--- src/rtl/uart_frame_pkg.sv ---
// uart_frame_pkg
//   Shared definitions for the UART command-frame parser:
//   - SOF_BYTE      : start-of-frame marker that opens every frame
//   - frame_state_t : parser FSM states
package uart_frame_pkg;

  localparam logic [7:0] SOF_BYTE = 8'hA5;

  typedef enum logic [2:0] {
    S_IDLE,
    S_CMD,
    S_LEN,
    S_PAYLOAD,
    S_CHK
  } frame_state_t;

endpackage

--- src/rtl/uart_byte_strobe.sv ---
// uart_byte_strobe
//   Converts the level-style valid from uart_rx into a one-cycle byte strobe
//   on its rising edge, so a valid held high for many cycles counts once.
// Ports:
//   clk      in   system clock
//   rst      in   asynchronous active-high reset
//   in_valid in   level valid from uart_rx
//   strobe   out  one-cycle pulse on the rising edge of in_valid (combinational)
module uart_byte_strobe (
  input  logic clk,
  input  logic rst,
  input  logic in_valid,
  output logic strobe
);

  logic r_in_valid_d;

  always_ff @(posedge clk or posedge rst) begin
    if (rst) begin
      r_in_valid_d <= 1'b0;
    end else begin
      r_in_valid_d <= in_valid;
    end
  end

  assign strobe = in_valid & ~r_in_valid_d;

endmodule

--- src/rtl/uart_frame_parser.sv ---
// uart_frame_parser
//   Parses the uart_rx byte stream into checked command frames:
//     SOF(0xA5) CMD LEN payload[LEN] CHK, CHK = XOR of CMD, LEN and payload.
//   A good frame is held (frame_valid) with its payload readable through
//   rd_addr/rd_data until the consumer acknowledges it with frame_ack.
//   Bytes arriving while a frame is held are discarded with a drop pulse.
// Optional build macro:
//   UART_FRAME_TIMEOUT_EN : enables the inter-byte timeout (err_timeout);
//                           without it err_timeout is tied low.
// Ports:
//   clk, rst            clock, asynchronous active-high reset
//   in_data, in_valid   byte stream from uart_rx (level valid)
//   frame_valid         good frame held for the consumer
//   frame_cmd/frame_len CMD byte and payload length of the held frame
//   rd_addr, rd_data    combinational payload read port
//   frame_ack           releases the held frame
//   err_chk/err_len     one-cycle pulses: checksum mismatch / LEN too large
//   err_timeout         one-cycle pulse: inter-byte timeout
//   drop                one-cycle pulse: byte discarded while frame held
module uart_frame_parser
  import uart_frame_pkg::*;
#(
  parameter int MAX_LEN        = 16,
  parameter int TIMEOUT_CYCLES = 50000
) (
  input  logic                         clk,
  input  logic                         rst,
  input  logic [7:0]                   in_data,
  input  logic                         in_valid,
  output logic                         frame_valid,
  output logic [7:0]                   frame_cmd,
  output logic [$clog2(MAX_LEN+1)-1:0] frame_len,
  input  logic [$clog2(MAX_LEN)-1:0]   rd_addr,
  output logic [7:0]                   rd_data,
  input  logic                         frame_ack,
  output logic                         err_chk,
  output logic                         err_len,
  output logic                         err_timeout,
  output logic                         drop
);

  localparam int LEN_W  = $clog2(MAX_LEN + 1);
  localparam int ADDR_W = $clog2(MAX_LEN);

  // Elaboration-time sanity checks on the configuration.
  if (MAX_LEN < 2 || MAX_LEN > 255) begin : g_bad_max_len
    $error("uart_frame_parser: MAX_LEN must be in 2..255");
  end
  if (TIMEOUT_CYCLES < 2) begin : g_bad_timeout
    $error("uart_frame_parser: TIMEOUT_CYCLES must be >= 2");
  end

  frame_state_t     r_state, w_state_next;
  logic [7:0]       r_cmd, w_cmd_next;
  logic [LEN_W-1:0] r_len, w_len_next;
  logic [LEN_W-1:0] r_idx, w_idx_next;
  logic [LEN_W-1:0] w_idx_inc;
  logic [7:0]       r_chk, w_chk_next;
  logic             r_frame_valid, w_frame_valid_next;
  logic [7:0]       r_frame_cmd, w_frame_cmd_next;
  logic [LEN_W-1:0] r_frame_len, w_frame_len_next;
  logic             r_err_chk, w_err_chk_next;
  logic             r_err_len, w_err_len_next;
  logic             r_err_timeout, w_err_timeout_next;
  logic             r_drop, w_drop_next;
  logic             w_buf_we;
  logic             w_strobe;
  logic             w_timeout;
  logic [7:0]       r_buf [MAX_LEN];

  uart_byte_strobe u_strobe (
    .clk      (clk),
    .rst      (rst),
    .in_valid (in_valid),
    .strobe   (w_strobe)
  );

`ifdef UART_FRAME_TIMEOUT_EN
  localparam int TO_W = $clog2(TIMEOUT_CYCLES + 1);
  logic [TO_W-1:0] r_to_cnt;

  // Counts cycles since the last strobe while a frame is in progress.
  always_ff @(posedge clk or posedge rst) begin
    if (rst) begin
      r_to_cnt <= '0;
    end else if (w_strobe || r_state == S_IDLE) begin
      r_to_cnt <= '0;
    end else begin
      r_to_cnt <= r_to_cnt + 1'b1;
    end
  end

  assign w_timeout = (r_state != S_IDLE) && (r_to_cnt == TO_W'(TIMEOUT_CYCLES - 1));
`else
  assign w_timeout = 1'b0;
`endif

  assign w_idx_inc = r_idx + LEN_W'(1);

  always_comb begin
    w_state_next       = r_state;
    w_cmd_next         = r_cmd;
    w_len_next         = r_len;
    w_idx_next         = r_idx;
    w_chk_next         = r_chk;
    w_frame_valid_next = r_frame_valid & ~frame_ack;
    w_frame_cmd_next   = r_frame_cmd;
    w_frame_len_next   = r_frame_len;
    w_err_chk_next     = 1'b0;
    w_err_len_next     = 1'b0;
    w_err_timeout_next = 1'b0;
    w_drop_next        = 1'b0;
    w_buf_we           = 1'b0;

    if (w_strobe) begin
      // A held frame blocks reception entirely; an ack in the same cycle
      // still leaves this byte dropped. The FSM is always IDLE here.
      if (r_frame_valid) begin
        w_drop_next = 1'b1;
      end else begin
        unique case (r_state)
          S_IDLE: begin
            if (in_data == SOF_BYTE) begin
              w_state_next = S_CMD;
            end
          end
          S_CMD: begin
            w_cmd_next   = in_data;
            w_chk_next   = in_data;
            w_state_next = S_LEN;
          end
          S_LEN: begin
            if (in_data > 8'(MAX_LEN)) begin
              w_err_len_next = 1'b1;
              w_state_next   = S_IDLE;
            end else begin
              w_len_next   = in_data[LEN_W-1:0];
              w_chk_next   = r_chk ^ in_data;
              w_idx_next   = '0;
              w_state_next = (in_data == 8'h00) ? S_CHK : S_PAYLOAD;
            end
          end
          S_PAYLOAD: begin
            w_buf_we   = 1'b1;
            w_chk_next = r_chk ^ in_data;
            w_idx_next = w_idx_inc;
            if (w_idx_inc == r_len) begin
              w_state_next = S_CHK;
            end
          end
          S_CHK: begin
            if (in_data == r_chk) begin
              w_frame_valid_next = 1'b1;
              w_frame_cmd_next   = r_cmd;
              w_frame_len_next   = r_len;
            end else begin
              w_err_chk_next = 1'b1;
            end
            w_state_next = S_IDLE;
          end
          default: w_state_next = S_IDLE;
        endcase
      end
    end else if (w_timeout) begin
      // Timeout only applies when no byte arrived this cycle.
      w_err_timeout_next = 1'b1;
      w_state_next       = S_IDLE;
    end
  end

  always_ff @(posedge clk or posedge rst) begin
    if (rst) begin
      r_state       <= S_IDLE;
      r_cmd         <= '0;
      r_len         <= '0;
      r_idx         <= '0;
      r_chk         <= '0;
      r_frame_valid <= 1'b0;
      r_frame_cmd   <= '0;
      r_frame_len   <= '0;
      r_err_chk     <= 1'b0;
      r_err_len     <= 1'b0;
      r_err_timeout <= 1'b0;
      r_drop        <= 1'b0;
    end else begin
      r_state       <= w_state_next;
      r_cmd         <= w_cmd_next;
      r_len         <= w_len_next;
      r_idx         <= w_idx_next;
      r_chk         <= w_chk_next;
      r_frame_valid <= w_frame_valid_next;
      r_frame_cmd   <= w_frame_cmd_next;
      r_frame_len   <= w_frame_len_next;
      r_err_chk     <= w_err_chk_next;
      r_err_len     <= w_err_len_next;
      r_err_timeout <= w_err_timeout_next;
      r_drop        <= w_drop_next;
    end
  end

  // Payload storage: not reset, written only while receiving.
  always_ff @(posedge clk) begin
    if (w_buf_we) begin
      r_buf[r_idx[ADDR_W-1:0]] <= in_data;
    end
  end

  assign rd_data     = r_buf[rd_addr];
  assign frame_valid = r_frame_valid;
  assign frame_cmd   = r_frame_cmd;
  assign frame_len   = r_frame_len;
  assign err_chk     = r_err_chk;
  assign err_len     = r_err_len;
  assign err_timeout = r_err_timeout;
  assign drop        = r_drop;

endmodule

--- config.mk ---
export PLATFORM = sky130hd
export DESIGN_NAME = uart_frame_parser
export DESIGN_NICKNAME = d
export VERILOG_FILES = /design/src/rtl/uart_frame_pkg.sv /design/src/rtl/uart_byte_strobe.sv /design/src/rtl/uart_frame_parser.sv
export SDC_FILE = /design/constraint.sdc
export NUM_CORES = 1
export LEC_CHECK = 0
export ABC_AREA = 1
export CAP_MARGIN = 20
export CORE_ASPECT_RATIO = 0.6
export CORE_MARGIN = 3
export CORE_UTILIZATION = 30
export CTS_BUF_LIST = sky130_fd_sc_hd__clkbuf_8 sky130_fd_sc_hd__clkbuf_16
export DETAILED_ROUTE_END_ITERATION = 10
export MAX_ROUTING_LAYER = met4
export SKIP_CTS_REPAIR_TIMING = 1
export SYNTH_ARGS = -nofsm -noshare
export SYNTH_HDL_FRONTEND = slang
export SYNTH_HIERARCHICAL = 1
export SYNTH_SLANG_ARGS = --single-unit
--- constraint.sdc ---
create_clock -name clk -period 2.1 [get_ports clk]
set_input_delay 0.21 -clock clk [delete_from_list [all_inputs] [get_ports clk]]
set_output_delay 0.21 -clock clk [all_outputs]
set_load 0.05 [all_outputs]
==> flow_metrics.tcl <==
set metrics [dict create \
    grtUsageTotal_pct 15.1 \
    whs_ps 253 \
    die_h_um 128 \
    synth_simple_gate_area_share_pct 15.0 \
    synthXorXnorAreaFrac_pct 0.935 \
    cts_tree "done" \
    post-route-period-util_pct 95.6 \
    final_common_cell "edfxtp_1" \
    yosys.area.top_type "edfxtp_1" \
    status "complete, no violations" \
    nFillCells 2376 \
    syn_area_um2 7500 \
    synth_top_area_share_pct 51.3 \
    ys_top_cells_by_area "edfxtp_1, dfrtp_1, o21ai_0, nor2_1, nand2_1" \
    yosys.area_share.adder_pct 0.668 \
    viasPerCell 4.80 \
    p_int_mw 6.21 \
    grt_max_degree 65 \
    grt_pass1_vias 5030 \
    clockRootBuffer "clkbuf_16" \
    hp-class "in2reg" \
    routedWlPerCell_um 17.4 \
    start_util_pct 30.7 \
    nNetsFinal 788 \
    die_area_um2 27000 \
    fin_skew_ps 13.1 \
    diodes 0 \
    dr.pass1.iters 5 \
    ys_seq_elements 175 \
    synthesis.nets 706 \
    synth_compound_area_share_pct 12.0 \
    drv_slew 0 \
    powerDensity_nw_per_um2 970 \
    cts.sinks 175 \
    vias 5299 \
    antenna_found_initial 0 \
    p_sw_mw 2.76 \
    post-place-cells 1070 \
    coreArea_um2 24400 \
    wl_um 19200 \
    finalSetupViolCount 0 \
    cts_max_path_buffers 2 \
    crit_type "in2out" \
    synth.area.mux_share_pct 0 \
    grt_first_pass_wirelength_um 29800 \
    worst_slew_pin_slew_ps 535 \
    cp_cell_sequence "clkdlybuf4s50_1 > inv_1 > o211ai_1 > nand3_1 > nand2_1 > buf_4" \
    gp_congestion 0.837 \
    place_ws_ps 16.7 \
    final_cells 1103 \
    grt_overflow 0 \
    max_stage_delay_ps 480 \
    hold_viol 0 \
    irDropWorstVdd_v 0.000572 \
    clkTransAtPathRegs_ps 70 \
    areaGrowthSynthToFinish_pct 23.3 \
    synthCells 686 \
    yosysSeqAreaShare_pct 67.0 \
    fp-row-count 44 \
    yosysWarnings 6 \
    comb_power_share_pct 16.8 \
    worst_slack_ps 91.8 \
    syn_avg_cell_area_um2 10.9 \
    async_flop_share_pct 26.9 \
    drv_cap 0 \
    cp-end-kind "output pin" \
    final_cell_mix "edfxtp_1, nor2_1, nand2_1" \
    htree_levels 4 \
    drc 0 \
    synth_ff_type "edfxtp_1" \
    period_minus_slack_ps 2010 \
    ios 42 \
    critPathSlowestCell "clkdlybuf4s50_1" \
    drive_gt1_share_pct 15.5 \
    numCtsBuffers 17 \
    clockPowerShare_pct 36.4 \
    power_mw 8.97 \
    io_buffers 40 \
    hpwl_um 12900 \
    cp.arrival_ps 1800 \
    seqPwrFrac_pct 46.7 \
    worst_ep_required_time_ps 1890 \
    cp-start-kind "input pin" \
    swShare_pct 30.8 \
    worstSkewPairLatency_ps 440 \
    synth_top_family_by_area "simple AND/OR/NAND/NOR gates" \
    die_w_um 210 \
    drt_iter0_drc 507 \
    antenna_left 0 \
    synth_edf_count 128 \
    p_leak_nw 3.49 \
    cp_max_fo 11 \
    synth.distinct_cells 34 \
    rsz0062_at_grt "yes" \
    max_freq_ghz 0.498 \
    max_slew_margin_pct 64.2 \
]
worst max-delay path, delay by kind of cell:
kind | cells | cell delay, ps
and+or+nand+nor | 2 | 290
buffers and inverters | 3 | 1080
AOI/OAI and AO/OA | 1 | 210
layout make-up:
type,count,area (µm²),area share [%]
clock buffers,17,425,4.60
clock inverters,15,189,2.04
well taps,322,403,4.36
flip-flops and latches,175,5020,54.3
multi-input cells,434,2150,23.3
inverters,46,173,1.87
repair buffers,94,886,9.58
power by group through the flow:
stage               Combinational, mW  Clock (mW)  Sequential [mW]
floorplan                        1.03           0             4.19
global placement                 1.48           0             4.25
detailed placement               1.49           0             4.26
CTS                              1.50        3.32             4.19
global route                     1.71        3.49             4.23
finish                           1.51        3.27             4.19
sequential cells by signal, summed over array words and instances, names as in the netlist:
register,cells
frame_len,5
err_len,1
err_chk,1
r_state,3
r_buf,128
r_len,5
r_idx,5
drop,1
frame_valid,1
u_strobe/r_in_valid_d,1
r_cmd,8
r_chk,8
frame_cmd,8
Yosys cell counts (2+ instances only):
| cell type | n |
|---|---|
| clkbuf_1 | 15 |
| nor3_2 | 3 |
| buf_6 | 3 |
| buf_2 | 9 |
| nor2_1 | 125 |
| edfxtp_1 | 128 |
| o21ai_2 | 13 |
| ha_1 | 4 |
| xnor2_1 | 4 |
| nand3_2 | 2 |
| nand2_1 | 101 |
| o21ai_0 | 104 |
| dfrtp_1 | 47 |
| o211ai_1 | 32 |
| nand2_2 | 2 |
| nand4_1 | 5 |
| xor2_1 | 4 |
| inv_1 | 44 |
| buf_1 | 3 |
| nand3_1 | 24 |
logic make-up (layout without fill, tap and decap cells):
| logic type | after synthesis | in the layout |
|---|---|---|
| simple gates | 268 | 268 |
| compound gates | 153 | 153 |
| xor+xnor | 8 | 8 |
| other cells | 1 | 1 |
| flops | 175 | 175 |
| buf+inv | 77 | 172 |
| fa+ha+maj | 4 | 4 |
layer usage:
| layer | vias to the layer above | share of wire, % | GRT usage, % |
|---|---|---|---|
| li1 | 2536 | - | - |
| met4 | 0 | 0.84 | 3.41 |
| met3 | 17 | 6.1 | 4.07 |
| met1 | 2606 | 54 | 23.4 |
| met5 | - | 0 | - |
| met2 | 140 | 39 | 19.3 |
worst paths after layout:
kind	startpoint	to	slack (ps)	depth (start not counted)
max reg2reg	r_state[2]	r_buf[7][6]	140	8
max in group asynchronous	rst	r_chk[1]	980	4
min	in_valid	u_strobe/r_in_valid_d	250	1
max	rd_addr[2]	rd_data[6]	90	6
min reg2reg	frame_len[1]	frame_len[1]	490	2
min in group asynchronous	rst	u_strobe/r_in_valid_d	490	3
stage by stage:
stage	TNS, ps	util (%)	cell area (µm²)
5_1_grt	-98.1	37.9	9250
6_report	0	37.9	9250
2_1_floorplan	0	-	7500
4_1_cts	0	37.8	9230
3_5_place_dp	0	35.3	8610
3_3_place_gp	0	35.3	8610
(Power assumes the default switching activity.)
